### config.mk
export PLATFORM = sky130hd
export DESIGN_NAME = pipeline_stall_controller
export DESIGN_NICKNAME = d
export VERILOG_FILES = /design/src/rtl/pipe_ctrl_pkg.sv /design/src/rtl/sat_counter.sv /design/src/rtl/pipeline_stall_controller.sv
export SDC_FILE = /design/constraint.sdc
export NUM_CORES = 1
export LEC_CHECK = 0
export BUFFER_PORTS_ARGS = -buffer_cell sky130_fd_sc_hd__buf_2
export CAP_MARGIN = 10
export CORE_MARGIN = 2
export CORE_UTILIZATION = 51
export CTS_BUF_LIST = sky130_fd_sc_hd__clkbuf_4
export DETAILED_ROUTE_END_ITERATION = 12
export PLACE_DENSITY_LB_ADDON = 0.05
export SLEW_MARGIN = 20
export SYNTH_ARGS = -nofsm -noshare
export SYNTH_HDL_FRONTEND = slang
export SYNTH_SLANG_ARGS = --single-unit
### constraint.sdc
create_clock -name clk -period 1.9 [get_ports clk]
set_input_delay 0.38 -clock clk [delete_from_list [all_inputs] [get_ports clk]]
set_output_delay 0.38 -clock clk [all_outputs]
set_load 0.02 [all_outputs]
### src/rtl/pipe_ctrl_pkg.sv
// Shared types and stage-control patterns for the pipeline stall controller.
package pipe_ctrl_pkg;

  typedef enum logic {
    RUN      = 1'b0,
    MEM_WAIT = 1'b1
  } state_t;

  typedef struct packed {
    logic pc_en;
    logic if_id_en;
    logic if_id_flush;
    logic id_ex_en;
    logic id_ex_flush;
    logic ex_mem_en;
    logic mem_wb_en;
  } stage_ctrl_t;

  localparam stage_ctrl_t RUN_ALL = '{pc_en: 1'b1, if_id_en: 1'b1, if_id_flush: 1'b0,
                                      id_ex_en: 1'b1, id_ex_flush: 1'b0,
                                      ex_mem_en: 1'b1, mem_wb_en: 1'b1};

  // Branch squash: everything advances, the two younger stages become NOPs.
  localparam stage_ctrl_t NOP_FLUSH = '{pc_en: 1'b1, if_id_en: 1'b1, if_id_flush: 1'b1,
                                        id_ex_en: 1'b1, id_ex_flush: 1'b1,
                                        ex_mem_en: 1'b1, mem_wb_en: 1'b1};

  localparam stage_ctrl_t HAZARD_BUBBLE = '{pc_en: 1'b0, if_id_en: 1'b0, if_id_flush: 1'b0,
                                            id_ex_en: 1'b1, id_ex_flush: 1'b1,
                                            ex_mem_en: 1'b1, mem_wb_en: 1'b1};

  localparam stage_ctrl_t FREEZE_ALL = '{pc_en: 1'b0, if_id_en: 1'b0, if_id_flush: 1'b0,
                                         id_ex_en: 1'b0, id_ex_flush: 1'b0,
                                         ex_mem_en: 1'b0, mem_wb_en: 1'b0};

endpackage

### src/rtl/sat_counter.sv
// Width-parameterised up-counter that sticks at all-ones; clear wins over increment.
module sat_counter #(
  parameter int W = 16
) (
  input  logic         clk,
  input  logic         rst_n,
  input  logic         clr,
  input  logic         inc,
  output logic [W-1:0] count
);

  always_ff @(posedge clk or negedge rst_n) begin
    if (!rst_n) begin
      count <= '0;
    end else if (clr) begin
      count <= '0;
    end else if (inc && (count != '1)) begin
      count <= count + 1'b1;
    end
  end

endmodule

### src/rtl/pipeline_stall_controller.sv
// Merges memory-wait, branch-flush and load-use stall requests into per-stage enables/flushes.
//   state    | meaning
//   RUN      | pipeline flowing; stalls/flushes decided from current inputs
//   MEM_WAIT | data memory access outstanding; whole pipe frozen, watchdog counting
module pipeline_stall_controller
  import pipe_ctrl_pkg::*;
#(
  parameter int TIMEOUT = 16,
  parameter int STAT_W  = 16
) (
  input  logic              clk,
  input  logic              rst_n,
  input  logic              hazard_detected,
  input  logic              branch_taken,
  input  logic              mem_r_en,
  input  logic              mem_w_en,
  input  logic              mem_ready,
  input  logic              stat_clr,
  output logic              pc_en,
  output logic              if_id_en,
  output logic              if_id_flush,
  output logic              id_ex_en,
  output logic              id_ex_flush,
  output logic              ex_mem_en,
  output logic              mem_wb_en,
  output logic              mem_timeout,
  output logic [STAT_W-1:0] stall_cycles,
  output logic [STAT_W-1:0] flush_events
);

  localparam int              WD_W   = $clog2(TIMEOUT + 1);
  localparam logic [WD_W-1:0] WD_MAX = WD_W'(TIMEOUT);

  state_t          state;
  state_t          state_next;
  logic [WD_W-1:0] wd;
  logic [WD_W-1:0] wd_next;
  logic            timeout_q;
  logic            mem_access;
  logic            freeze;
  logic            branch_flush;
  stage_ctrl_t     ctrl;

  // A dropped access while waiting releases the freeze just like mem_ready.
  assign mem_access = mem_r_en | mem_w_en;
  assign freeze     = mem_access & ~mem_ready;

  always_ff @(posedge clk or negedge rst_n) begin
    if (!rst_n) begin
      state     <= RUN;
      wd        <= '0;
      timeout_q <= 1'b0;
    end else begin
      state <= state_next;
      wd    <= wd_next;
      if (wd_next == WD_MAX) begin
        timeout_q <= 1'b1;
      end
    end
  end

  always_comb begin
    state_next = RUN;
    wd_next    = '0;
    if (freeze) begin
      state_next = MEM_WAIT;
      if (state == RUN) begin
        wd_next = WD_W'(1);
      end else begin
        wd_next = (wd == WD_MAX) ? wd : wd + 1'b1;
      end
    end
  end

  // Release from MEM_WAIT decodes like RUN, so a held branch lands in the release cycle.
  always_comb begin
    ctrl = RUN_ALL;
    if (freeze) begin
      ctrl = FREEZE_ALL;
    end else if (branch_taken) begin
      ctrl = NOP_FLUSH;
    end else if (hazard_detected) begin
      ctrl = HAZARD_BUBBLE;
    end
  end

  assign pc_en        = ctrl.pc_en;
  assign if_id_en     = ctrl.if_id_en;
  assign if_id_flush  = ctrl.if_id_flush;
  assign id_ex_en     = ctrl.id_ex_en;
  assign id_ex_flush  = ctrl.id_ex_flush;
  assign ex_mem_en    = ctrl.ex_mem_en;
  assign mem_wb_en    = ctrl.mem_wb_en;
  assign mem_timeout  = timeout_q;
  assign branch_flush = branch_taken & ~freeze;

  sat_counter #(.W(STAT_W)) u_stall_cnt (
    .clk   (clk),
    .rst_n (rst_n),
    .clr   (stat_clr),
    .inc   (~ctrl.pc_en),
    .count (stall_cycles)
  );

  sat_counter #(.W(STAT_W)) u_flush_cnt (
    .clk   (clk),
    .rst_n (rst_n),
    .clr   (stat_clr),
    .inc   (branch_flush),
    .count (flush_events)
  );

endmodule

==> run_summary.xml, run 1 <==
<?xml version="1.0" encoding="UTF-8"?>
<metrics>
  <group name="clocking">
    <metric name="clock_root_buffer" unit="">clkbuf_4</metric>
    <metric name="cts_tree" unit="">yes</metric>
    <metric name="cts_htree_levels" unit="">2</metric>
    <metric name="maximum_clock_path_buffer_count" unit="">2</metric>
    <metric name="count_of_clock_tree_sinks" unit="">39</metric>
    <metric name="path_clk_slew" unit="ns">0.12</metric>
    <metric name="tritoncts.num_buffers" unit="">5</metric>
    <metric name="clkLatencyLatePin" unit="ns">0.34</metric>
  </group>
  <group name="global_route">
    <metric name="gr-usage-all-layers" unit="%">21.8</metric>
    <metric name="grt_first_pass_wirelength" unit="um">8980</metric>
    <metric name="grt_max_degree" unit="">53</metric>
    <metric name="first_global_vias" unit="">1978</metric>
    <metric name="grt_overflow" unit="">0</metric>
    <metric name="number_of_antenna_violations_at_the_first_check_in_global_routing" unit="">0</metric>
  </group>
  <group name="floorplan">
    <metric name="floorplan.io_pins" unit="">48</metric>
    <metric name="fp-row-count" unit="">24</metric>
    <metric name="start_util" unit="%">53.9</metric>
    <metric name="dieHeight" unit="um">72.3</metric>
    <metric name="die_area" unit="um2">5230</metric>
    <metric name="fp.coreArea" unit="um2">4410</metric>
    <metric name="dieWidth" unit="um">72.3</metric>
  </group>
  <group name="route">
    <metric name="via_per_inst" unit="">5.81</metric>
    <metric name="antenna_violating_nets_left" unit="">0</metric>
    <metric name="drtIter0Drc" unit="">213</metric>
    <metric name="routed_wire_length_per_instance" unit="um">14.8</metric>
    <metric name="drt_pass1_iterations" unit="">4</metric>
    <metric name="num_vias" unit="">2126</metric>
    <metric name="final_routed_wirelength_across_all_metal_layers" unit="um">5410</metric>
    <metric name="detail_route.drc_violations" unit="">0</metric>
  </group>
  <group name="placement">
    <metric name="place.detailed.hpwl" unit="um">3880</metric>
    <metric name="io_buffer_count" unit="">47</metric>
    <metric name="placement.setup.worst_slack" unit="ns">0.0483</metric>
    <metric name="place.gp.congestion" unit="">0.844</metric>
  </group>
  <group name="synth">
    <metric name="syn-cell-area" unit="um2">2380</metric>
    <metric name="yosys.area.top_type_share" unit="%">41.0</metric>
    <metric name="synth.ff_latch_count" unit="">39</metric>
    <metric name="synth_top_family_by_area" unit="">simple AND/OR/NAND/NOR gates</metric>
    <metric name="synth.net_count" unit="">262</metric>
    <metric name="synth_warnings" unit="">0</metric>
    <metric name="post_synth_xor_area_fraction" unit="%">1.47</metric>
    <metric name="synth_seq_area_share" unit="%">41.0</metric>
    <metric name="muxShareOfSynthArea" unit="%">8.42</metric>
    <metric name="synth.top_cells.by_area" unit="">dfrtp_1 41%, mux2_2 6.6%, nor2_1 4.4%</metric>
    <metric name="syn_avg_cell_area" unit="um2">9.51</metric>
    <metric name="synth.distinct_cells" unit="">45</metric>
    <metric name="post-synth-top-area-cell" unit="">dfrtp_1</metric>
    <metric name="yosys_most_used_dff" unit="">dfrtp_1</metric>
    <metric name="netlist_instances" unit="">250</metric>
    <metric name="synth-compound-area-share" unit="%">13.8</metric>
    <metric name="synth_enable_flop_cells" unit="">0</metric>
    <metric name="synth-simple-area-share" unit="%">29.0</metric>
    <metric name="asyncSetResetFlopFracSynth" unit="%">100</metric>
    <metric name="synth_fa_ha_area_share" unit="%">2.10</metric>
  </group>
  <group name="final_layout">
    <metric name="fillers" unit="">376</metric>
    <metric name="finish.net_count" unit="">326</metric>
    <metric name="antenna-diode-count" unit="">0</metric>
    <metric name="share_of_post_route_cells_with_drive_strength_above_1" unit="%">32.8</metric>
    <metric name="layout_common_cells" unit="">47 x buf_2, 39 x dfrtp_1, 27 x nor2_1</metric>
    <metric name="layout_commonest_cell" unit="">buf_2</metric>
    <metric name="syn2layout_area_growth" unit="%">21.6</metric>
  </group>
  <group name="pwr">
    <metric name="vdd_drop_max" unit="mV">0.575</metric>
    <metric name="power_report.internal_total" unit="W">0.00118</metric>
    <metric name="power.static_leakage" unit="nW">1.39</metric>
    <metric name="power.density" unit="nW/um2">552</metric>
    <metric name="clock_group_share_of_total_power" unit="%">34.7</metric>
    <metric name="combinationalPowerShare" unit="%">12.0</metric>
    <metric name="seq_power_share" unit="%">53.4</metric>
    <metric name="p_switching" unit="W">0.000413</metric>
    <metric name="swShare" unit="%">25.9</metric>
  </group>
  <group name="timing">
    <metric name="setup_ws" unit="ns">0.111</metric>
    <metric name="unrepaired_setup_endpoints_after_global_routing" unit="">false</metric>
    <metric name="worst_slew_margin_rel" unit="%">43.3</metric>
    <metric name="finalWorstPathRequiredPeriod" unit="ns">1.79</metric>
    <metric name="finalHoldViolations" unit="">0</metric>
    <metric name="setup-violations-final" unit="">0</metric>
    <metric name="achievable-frequency" unit="GHz">0.559</metric>
    <metric name="worst_pin_slew" unit="ns">0.850</metric>
    <metric name="post_route_fraction_of_the_period_consumed_by_the_critical_path" unit="%">94.2</metric>
    <metric name="timing_max_transition_violations_final" unit="">0</metric>
    <metric name="finalClockSkew" unit="ns">0.0104</metric>
    <metric name="finalSetupTns" unit="ns">0</metric>
  </group>
  <group name="setup_path">
    <metric name="worst_ep_arrival_time" unit="ns">2.03</metric>
    <metric name="cp_data_required_time" unit="ns">2.14</metric>
    <metric name="start_kind" unit="">flop</metric>
    <metric name="timing_worst_setup_path_type" unit="">flop to flop</metric>
    <metric name="critical_path_endpoint_category" unit="">flop</metric>
    <metric name="cp_max_fo" unit="">10</metric>
  </group>
  <group name="run">
    <metric name="max_cap_viol_count" unit="">0</metric>
  </group>
  <group name="status">
    <metric name="run_status" unit="">finished clean</metric>
  </group>
  <group name="hold_path">
    <metric name="min-delay-path-class" unit="">input pin to flop</metric>
  </group>
</metrics>
[sequential cells by signal, summed over array words and instances (netlist names)]
name	count
u_flush_cnt.count	16
u_stall_cnt.count	16
wd	5
mem_timeout	1
state	1
[layout make-up]
type | count | area (um2) | share of cell area, %
repair buffers | 66 | 393 | 13.6
flip-flops and latches | 39 | 976 | 33.8
well taps | 52 | 65.1 | 2.25
inverters | 14 | 52.6 | 1.82
clock buffers | 5 | 37.5 | 1.30
clock inverters | 2 | 37.5 | 1.30
multi-input cells | 188 | 1330 | 46.0
[what timing repair did]
| action | in CTS | in global routing |
|---|---|---|
| gates resized for setup | 0 | 4 |
| hold buffers | 1 | 0 |
| endpoints found under the setup margin | 0 | 13 |
| hold endpoints to repair | 13 | 0 |
| buffers inserted | 0 | 4 |
[logic make-up (layout without fill, tap and decap cells)]
family,Yosys count,count (layout)
muxes,18,18
DFF,39,39
xor gates and xnor gates,4,4
and+or+nand+nor,113,113
adders and majority gates,4,4
AOI/OAI and AO/OA,49,49
buffers and inverters,23,87
[final timing paths]
check                                               endpoint  slack, ns                        startpoint  depth (start not counted)
max reg2reg                u_stall_cnt.count[11]$_DFFE_PN0P_       0.11  u_stall_cnt.count[0]$_DFFE_PN0P_                          6
min                                          wd[0]$_DFF_PN0_       0.36                         mem_ready                          3
max                        u_stall_cnt.count[11]$_DFFE_PN0P_       0.11  u_stall_cnt.count[0]$_DFFE_PN0P_                          6
min in group asynchronous   u_flush_cnt.count[2]$_DFFE_PN0P_       0.52                             rst_n                          2
max in group asynchronous   u_flush_cnt.count[0]$_DFFE_PN0P_       0.88                             rst_n                          3
min reg2reg                          mem_timeout$_DFFE_PN0N_       0.49           mem_timeout$_DFFE_PN0N_                          1
[per-layer routing]
metal / part of all wire, % / up-vias / global-route usage (%) / wire (um)
li1: - / 1042 / - / -
met1: 47 / 1018 / 28.6 / 2550
met2: 47 / 58 / 35.6 / 2540
met3: 4.6 / 8 / 4.31 / 250
met4: 1.2 / 0 / 8.18 / 65
met5: 0 / - / 0 / 0
[cell usage after synthesis, types with 2 or more instances]
cell and number:
a211oi_1 7, a21oi_1 20, and2_1 3, and3_1 6
and4_1 3, buf_4 3, clkbuf_1 6, dfrtp_1 39
ha_1 4, inv_1 13, mux2_1 2, mux2_2 14
mux2i_1 2, nand2_1 8, nand2b_1 6, nand3_1 11
nand4_1 5, nor2_1 28, nor2b_1 15, nor3_1 5
nor4_1 2, o21ai_0 6, o31ai_1 7, o41ai_1 2
or3_1 2, or3_2 2, or4_1 9, xnor2_1 2
xor2_1 2
[metrics by stage]
stage                     instance area [um2]  util (%)  instances  hold slack, ns  total power (W)
final                                    2890      65.5        366           0.363          0.00160
after detailed placement                 2750      62.4        354           0.383          0.00106
after CTS                                2840      64.3        362           0.346          0.00161
after global placement                   2750      62.4        354           0.380          0.00105
after floorplan                          2380         -        250          0.0844         0.000973
after global routing                     2890      65.5        366           0.364          0.00166
[critical path: stages, from the launching register on]
cell and delay [ns]:
dfrtp_1 0.40, ha_1 0.22, nand3_1 0.19, nor4_4 0.06, buf_4 0.17, nor4_1 0.28
mux2_2 0.37
[power by group through the flow]
stage	logic (W)	clock network (W)	registers, W
2_1_floorplan	0.0000902	0	0.000883
3_3_place_gp	0.000187	0	0.000867
5_1_grt	0.000213	0.000591	0.000855
3_5_place_dp	0.000189	0	0.000868
4_1_cts	0.000191	0.000564	0.000852
6_report	0.000191	0.000554	0.000852
(Power assumes the default switching activity.)
==> inputs of run 2 (changes only) <==
- CELL_PAD_IN_SITES_DETAIL_PLACEMENT: default -> 1
- CELL_PAD_IN_SITES_GLOBAL_PLACEMENT: default -> 2
- CORE_UTILIZATION: 51 -> 31
==> run 2 against run 1 <==
Against the previous run: clock power is 17% lower; combinational power increased by 9.9%; via count increased by 2.9%; largest cell class unchanged; utilization decreased by 24 points; design area is 5.9% higher.
==> run_summary.xml, run 2 (same netlist as run 1, synthesis figures left out) <==
<?xml version="1.0" encoding="UTF-8"?>
<metrics>
  <group name="status">
    <metric name="run_status" unit="">finished clean</metric>
  </group>
  <group name="hold_path">
    <metric name="whs_path_depth" unit="">3</metric>
    <metric name="timing.hold.worst.start" unit="">mem_ready</metric>
    <metric name="min-delay-path-class" unit="">input pin to flop</metric>
  </group>
  <group name="clocking">
    <metric name="tritoncts.num_buffers" unit="">5</metric>
    <metric name="clkLatencyLatePin" unit="ns">0.34</metric>
    <metric name="clock_root_buffer" unit="">clkbuf_4</metric>
    <metric name="path_clk_slew" unit="ns">0.12</metric>
    <metric name="cts_htree_levels" unit="">2</metric>
    <metric name="cts_tree" unit="">yes</metric>
    <metric name="count_of_clock_tree_sinks" unit="">39</metric>
    <metric name="maximum_clock_path_buffer_count" unit="">2</metric>
  </group>
  <group name="final_layout">
    <metric name="antenna-diode-count" unit="">0</metric>
    <metric name="layout_common_cells" unit="">47 x buf_2, 39 x dfrtp_1, 33 x buf_4</metric>
    <metric name="share_of_post_route_cells_with_drive_strength_above_1" unit="%">36.6</metric>
    <metric name="fillers" unit="">857</metric>
    <metric name="layout_commonest_cell" unit="">buf_2</metric>
    <metric name="finish.net_count" unit="">342</metric>
    <metric name="syn2layout_area_growth" unit="%">28.8</metric>
    <metric name="top_flop_regs" unit="">u_flush_cnt.count x16, u_stall_cnt.count x16, wd x5</metric>
  </group>
  <group name="setup_path">
    <metric name="worst_ep_arrival_time" unit="ns">2.11</metric>
    <metric name="cp.depth" unit="">6</metric>
    <metric name="crit_family" unit="">simple AND/OR/NAND/NOR gates</metric>
    <metric name="critical_path_endpoint_category" unit="">flop</metric>
    <metric name="timing_worst_setup_path_type" unit="">flop to flop</metric>
    <metric name="cp_max_fo" unit="">5</metric>
    <metric name="cp.buffers_inverters" unit="">1</metric>
    <metric name="slowest_delay" unit="ns">0.43</metric>
    <metric name="critPathSlowestCell" unit="">nor4_4</metric>
    <metric name="worst_r2r_startpoint" unit="">u_stall_cnt.count[1]$_DFFE_PN0P_</metric>
    <metric name="start_kind" unit="">flop</metric>
    <metric name="cp_data_required_time" unit="ns">2.14</metric>
    <metric name="critical_path_cell_by_cell" unit="">ha_4 &gt; nand3_2 &gt; nor4_4 &gt; buf_4 &gt; a211oi_1 &gt; mux2_1</metric>
    <metric name="r2r_cells" unit="">6</metric>
    <metric name="cp-startpoint" unit="">u_stall_cnt.count[1]$_DFFE_PN0P_</metric>
    <metric name="rrSetupSlack" unit="ns">0.03</metric>
  </group>
  <group name="global_route">
    <metric name="first_global_vias" unit="">2168</metric>
    <metric name="grt_overflow" unit="">0</metric>
    <metric name="gr-usage-all-layers" unit="%">16.6</metric>
    <metric name="grt_first_pass_wirelength" unit="um">11200</metric>
    <metric name="grt_max_degree" unit="">49</metric>
    <metric name="number_of_antenna_violations_at_the_first_check_in_global_routing" unit="">0</metric>
  </group>
  <group name="timing">
    <metric name="setup_ws" unit="ns">0.0330</metric>
    <metric name="finalWorstPathRequiredPeriod" unit="ns">1.87</metric>
    <metric name="timing_max_transition_violations_final" unit="">0</metric>
    <metric name="achievable-frequency" unit="GHz">0.536</metric>
    <metric name="unrepaired_setup_endpoints_after_global_routing" unit="">true</metric>
    <metric name="hold-worst-slack" unit="ns">0.370</metric>
    <metric name="setup-violations-final" unit="">0</metric>
    <metric name="post_route_fraction_of_the_period_consumed_by_the_critical_path" unit="%">98.3</metric>
    <metric name="finalClockSkew" unit="ns">0.00981</metric>
    <metric name="worst_slew_margin_rel" unit="%">41.8</metric>
    <metric name="worst_pin_slew" unit="ns">0.872</metric>
    <metric name="finalHoldViolations" unit="">0</metric>
  </group>
  <group name="route">
    <metric name="detail_route.drc_violations" unit="">0</metric>
    <metric name="drtIter0Drc" unit="">46</metric>
    <metric name="num_vias" unit="">2187</metric>
    <metric name="antenna_violating_nets_left" unit="">0</metric>
    <metric name="drt_pass1_iterations" unit="">4</metric>
    <metric name="final_routed_wirelength_across_all_metal_layers" unit="um">6700</metric>
    <metric name="via_per_inst" unit="">5.09</metric>
    <metric name="routed_wire_length_per_instance" unit="um">15.6</metric>
  </group>
  <group name="placement">
    <metric name="place.detailed.hpwl" unit="um">5030</metric>
    <metric name="io_buffer_count" unit="">47</metric>
    <metric name="place.gp.congestion" unit="">0.760</metric>
    <metric name="placement.setup.worst_slack" unit="ns">-0.0666</metric>
  </group>
  <group name="pwr">
    <metric name="power.density" unit="nW/um2">498</metric>
    <metric name="fin_total_pwr" unit="W">0.00153</metric>
    <metric name="vdd_drop_max" unit="mV">0.249</metric>
    <metric name="power.static_leakage" unit="nW">1.47</metric>
  </group>
  <group name="floorplan">
    <metric name="dieWidth" unit="um">91.6</metric>
    <metric name="die_area" unit="um2">8390</metric>
    <metric name="floorplan.io_pins" unit="">48</metric>
    <metric name="start_util" unit="%">32.4</metric>
    <metric name="fp.coreArea" unit="um2">7330</metric>
    <metric name="dieHeight" unit="um">91.6</metric>
    <metric name="fp-row-count" unit="">31</metric>
  </group>
  <group name="run">
    <metric name="max_cap_viol_count" unit="">0</metric>
  </group>
</metrics>
==> run 2: final timing paths <==
check | endpoint
max | u_stall_cnt.count[3]$_DFFE_PN0P_
min | wd[0]$_DFF_PN0_
max reg2reg | u_stall_cnt.count[3]$_DFFE_PN0P_
min reg2reg | mem_timeout$_DFFE_PN0N_
max in group asynchronous | u_stall_cnt.count[1]$_DFFE_PN0P_
min in group asynchronous | u_flush_cnt.count[10]$_DFFE_PN0P_
==> run 2: layout make-up <==
cell class                 instances  area (um2)  area share, %
multi-input combinational        188        1340           43.8
clock inverter                     1        5.00          0.163
clock buffer                       7        52.6           1.72
inverter                          14        52.6           1.72
sequential                        39         976           31.9
tap                               99         124           4.04
timing repair buffer              82         513           16.7
==> run 2: metrics by stage <==
stage                     TNS (ns)  cell area, um2  util, %  cells
after floorplan                  0            2380        -    250
after global placement     -0.0463            2950     40.2    419
after detailed placement   -0.0770            2950     40.2    419
after CTS                        0            3020     41.1    428
after global routing        -0.228            3060     41.8    430
final                            0            3060     41.8    430
==> run 2: routing by layer <==
layer | wire length (um) | GRT usage [%] | vias up
met3 | 218 | 3.07 | 4
met4 | 53 | 4.29 | 0
met5 | 0 | 0 | -
li1 | - | - | 1076
met1 | 3220 | 22.6 | 1068
met2 | 3210 | 27.0 | 39
==> run 2: worst min-delay path, delay by kind of cell <==
family	cells	cell delay [ns]
compound gates	1	0.16
buf+inv	1	0.08
simple gates	1	0.06
==> run 2: timing repair <==
action                                 CTS  global route
endpoints found under the hold margin    8             0
hold buffers                             1             0
setup endpoints to repair                0            18
resized for setup                        0             6
buffers inserted                         0             2
==> run 2: report_power, final <==
group          switching [W]  internal (W)
Combinational       0.000126     0.0000843
Clock               0.000287      0.000173
Sequential         0.0000140      0.000842
Total               0.000427       0.00110
==> inputs of run 3 (changes only) <==
- CORE_UTILIZATION: 31 -> 35
- clock period: 1.9 -> 2.1 ns (I/O delays scaled with it)
==> run 3 against run 2 <==
Against the previous run: first-iteration DRC count decreased by 28%; global-route usage increased by 0.75 points; largest cell class unchanged; combinational power is 18% lower; count of clock-buffer cells in the layout is 1 lower; design area decreased by 7.5%; sequential power is 9.9% lower; routed wire length fell by 7.6%; non-clock buffer count fell by 21.
==> run_summary.xml, run 3 (same netlist as run 1, synthesis figures left out) <==
<?xml version="1.0" encoding="UTF-8"?>
<metrics>
  <group name="status">
    <metric name="run_status" unit="">finished clean</metric>
  </group>
  <group name="setup_path">
    <metric name="critical_path_cell_by_cell" unit="">buf_2 &gt; o21bai_4 &gt; inv_2 &gt; nor2_1 &gt; buf_2</metric>
    <metric name="rrSetupSlack" unit="ns">0.26</metric>
    <metric name="cp_data_required_time" unit="ns">1.68</metric>
    <metric name="critical_path_endpoint_category" unit="">output pin</metric>
    <metric name="worst_r2r_startpoint" unit="">u_stall_cnt.count[0]$_DFFE_PN0P_</metric>
    <metric name="cp_max_fo" unit="">9</metric>
    <metric name="cp.depth" unit="">5</metric>
    <metric name="start_kind" unit="">input pin</metric>
    <metric name="r2r_cells" unit="">6</metric>
    <metric name="rr_endpoint" unit="">u_stall_cnt.count[15]$_DFFE_PN0P_</metric>
    <metric name="worst_ep_arrival_time" unit="ns">1.50</metric>
    <metric name="critical_path.endpoint" unit="">if_id_en</metric>
    <metric name="timing_worst_setup_path_type" unit="">input pin to output pin</metric>
    <metric name="critPathSlowestCell" unit="">nor2_1</metric>
    <metric name="crit_family" unit="">buffers and inverters</metric>
    <metric name="slowest_delay" unit="ns">0.36</metric>
    <metric name="cp-startpoint" unit="">mem_w_en</metric>
    <metric name="cp.buffers_inverters" unit="">3</metric>
    <metric name="crit_top_cell" unit="">buf_2</metric>
  </group>
  <group name="timing">
    <metric name="timing_max_transition_violations_final" unit="">0</metric>
    <metric name="finalWorstPathRequiredPeriod" unit="ns">1.92</metric>
    <metric name="worst_pin_slew" unit="ns">0.904</metric>
    <metric name="unrepaired_setup_endpoints_after_global_routing" unit="">false</metric>
    <metric name="finalSetupTns" unit="ns">0</metric>
    <metric name="finalClockSkew" unit="ns">0.00857</metric>
    <metric name="finalHoldViolations" unit="">0</metric>
    <metric name="setup-violations-final" unit="">0</metric>
    <metric name="worst_slew_margin_rel" unit="%">39.7</metric>
    <metric name="post_route_fraction_of_the_period_consumed_by_the_critical_path" unit="%">91.2</metric>
    <metric name="achievable-frequency" unit="GHz">0.522</metric>
  </group>
  <group name="floorplan">
    <metric name="fp.coreArea" unit="um2">6680</metric>
    <metric name="start_util" unit="%">35.6</metric>
    <metric name="dieWidth" unit="um">86.4</metric>
    <metric name="dieHeight" unit="um">86.4</metric>
    <metric name="die_area" unit="um2">7470</metric>
    <metric name="floorplan.io_pins" unit="">48</metric>
    <metric name="fp-row-count" unit="">30</metric>
  </group>
  <group name="final_layout">
    <metric name="postLayoutCellArea" unit="um2">2830</metric>
    <metric name="layout_common_cells" unit="">47 x buf_2, 39 x dfrtp_1, 28 x nor2_1</metric>
    <metric name="layout_commonest_cell" unit="">buf_2</metric>
    <metric name="multi_input_logic_area" unit="um2">1310</metric>
    <metric name="share_of_post_route_cells_with_drive_strength_above_1" unit="%">30.2</metric>
    <metric name="fillers" unit="">793</metric>
    <metric name="layout.area.seq" unit="um2">976</metric>
    <metric name="finish.net_count" unit="">321</metric>
    <metric name="syn2layout_area_growth" unit="%">19.1</metric>
    <metric name="antenna-diode-count" unit="">0</metric>
    <metric name="top_flop_regs" unit="">u_flush_cnt.count x16, u_stall_cnt.count x16, wd x5</metric>
  </group>
  <group name="pwr">
    <metric name="power.density" unit="nW/um2">463</metric>
    <metric name="fin_total_pwr" unit="W">0.00131</metric>
    <metric name="power.static_leakage" unit="nW">1.35</metric>
    <metric name="clock_group_share_of_total_power" unit="%">28.1</metric>
    <metric name="seq_power_share" unit="%">58.7</metric>
    <metric name="power_report.internal_total" unit="W">0.000957</metric>
    <metric name="vdd_drop_max" unit="mV">0.261</metric>
    <metric name="swShare" unit="%">27.1</metric>
    <metric name="p_switching" unit="W">0.000355</metric>
    <metric name="combinationalPowerShare" unit="%">13.2</metric>
  </group>
  <group name="global_route">
    <metric name="grt_first_pass_wirelength" unit="um">10300</metric>
    <metric name="first_global_vias" unit="">2102</metric>
    <metric name="number_of_antenna_violations_at_the_first_check_in_global_routing" unit="">0</metric>
    <metric name="grt_overflow" unit="">0</metric>
    <metric name="gr-usage-all-layers" unit="%">17.3</metric>
    <metric name="grt_max_degree" unit="">53</metric>
  </group>
  <group name="route">
    <metric name="via_per_inst" unit="">5.36</metric>
    <metric name="drt_pass1_iterations" unit="">5</metric>
    <metric name="wire_length_on_met3" unit="um">214</metric>
    <metric name="wl_met1" unit="um">2900</metric>
    <metric name="num_vias" unit="">2078</metric>
    <metric name="antenna_violating_nets_left" unit="">0</metric>
    <metric name="wl_met2" unit="um">3010</metric>
    <metric name="detail_route.drc_violations" unit="">0</metric>
    <metric name="drtIter0Drc" unit="">33</metric>
    <metric name="routed_wire_length_per_instance" unit="um">15.9</metric>
    <metric name="final_routed_wirelength_across_all_metal_layers" unit="um">6190</metric>
    <metric name="top_layer" unit="">met4</metric>
  </group>
  <group name="clocking">
    <metric name="clock_root_buffer" unit="">clkbuf_4</metric>
    <metric name="count_of_clock_tree_sinks" unit="">39</metric>
    <metric name="tritoncts.num_buffers" unit="">5</metric>
    <metric name="path_clk_slew" unit="ns">0.10</metric>
    <metric name="clkLatencyLatePin" unit="ns">0.33</metric>
    <metric name="cts_htree_levels" unit="">2</metric>
    <metric name="cts_post_setup_buffers_inserted" unit="">0</metric>
    <metric name="maximum_clock_path_buffer_count" unit="">2</metric>
    <metric name="cts_tree" unit="">yes</metric>
  </group>
  <group name="placement">
    <metric name="place.detailed.hpwl" unit="um">4600</metric>
    <metric name="place.gp.congestion" unit="">0.742</metric>
    <metric name="place_area" unit="um2">2780</metric>
    <metric name="io_buffer_count" unit="">47</metric>
  </group>
  <group name="hold_path">
    <metric name="min-delay-path-class" unit="">input pin to flop</metric>
  </group>
  <group name="run">
    <metric name="max_cap_viol_count" unit="">0</metric>
  </group>
</metrics>
-- run 3: power by group through the flow --
stage          clock network, W   logic, W  registers (W)
2_1_floorplan                 0  0.0000809       0.000799
3_3_place_gp                  0   0.000173       0.000785
3_5_place_dp                  0   0.000175       0.000786
4_1_cts                0.000396   0.000177       0.000771
5_1_grt                0.000425   0.000192       0.000774
6_report               0.000368   0.000173       0.000771
-- run 3: tightest hold or removal path, cell delays in order --
cell	delay [ns]
buf_2	0.07
o21bai_4	0.15
nor2_1	0.06
-- run 3: cell type report --
class | instances | area share, %
well taps | 80 | 3.53
inverters | 14 | 1.85
repair buffers | 61 | 12.5
flip-flops and latches | 39 | 34.4
clock buffers | 6 | 1.59
multi-input cells | 188 | 46.0
-- run 3: worst min path at each step --
| stage | start | to | slack, ns | cells past startpoint |
|---|---|---|---|---|
| floorplan | rst_n | mem_timeout$_DFFE_PN0N_ | 0.12 | 0 |
| global placement | rst_n | u_flush_cnt.count[10]$_DFFE_PN0P_ | 0.39 | 1 |
| detailed placement | rst_n | u_flush_cnt.count[10]$_DFFE_PN0P_ | 0.38 | 1 |
| CTS | mem_ready | wd[0]$_DFF_PN0_ | 0.38 | 3 |
| global route | mem_ready | wd[0]$_DFF_PN0_ | 0.39 | 3 |
| finish | mem_ready | wd[0]$_DFF_PN0_ | 0.40 | 3 |
-- run 3: stage by stage --
step / utilization [%] / hold slack (ns) / worst slack (ns) / std cells
global route: 42.4 / 0.388 / 0.106 / 388
CTS: 42.4 / 0.383 / 0.191 / 388
floorplan: - / 0.124 / 0.0920 / 250
finish: 42.4 / 0.405 / 0.185 / 388
global placement: 41.6 / 0.389 / 0.194 / 381
detailed placement: 41.6 / 0.383 / 0.188 / 381
-- run 3: per-layer routing --
| metal | vias up | global-route usage, % |
|---|---|---|
| met5 | - | 0 |
| met4 | 0 | 3.84 |
| met3 | 5 | 3.24 |
| met2 | 35 | 29.4 |
| met1 | 1012 | 23.1 |
| li1 | 1026 | - |
-- run 3: what timing repair did --
item	in CTS	in global routing
endpoints found under the hold margin	6	0
resized for setup	0	0
hold buffers	1	0
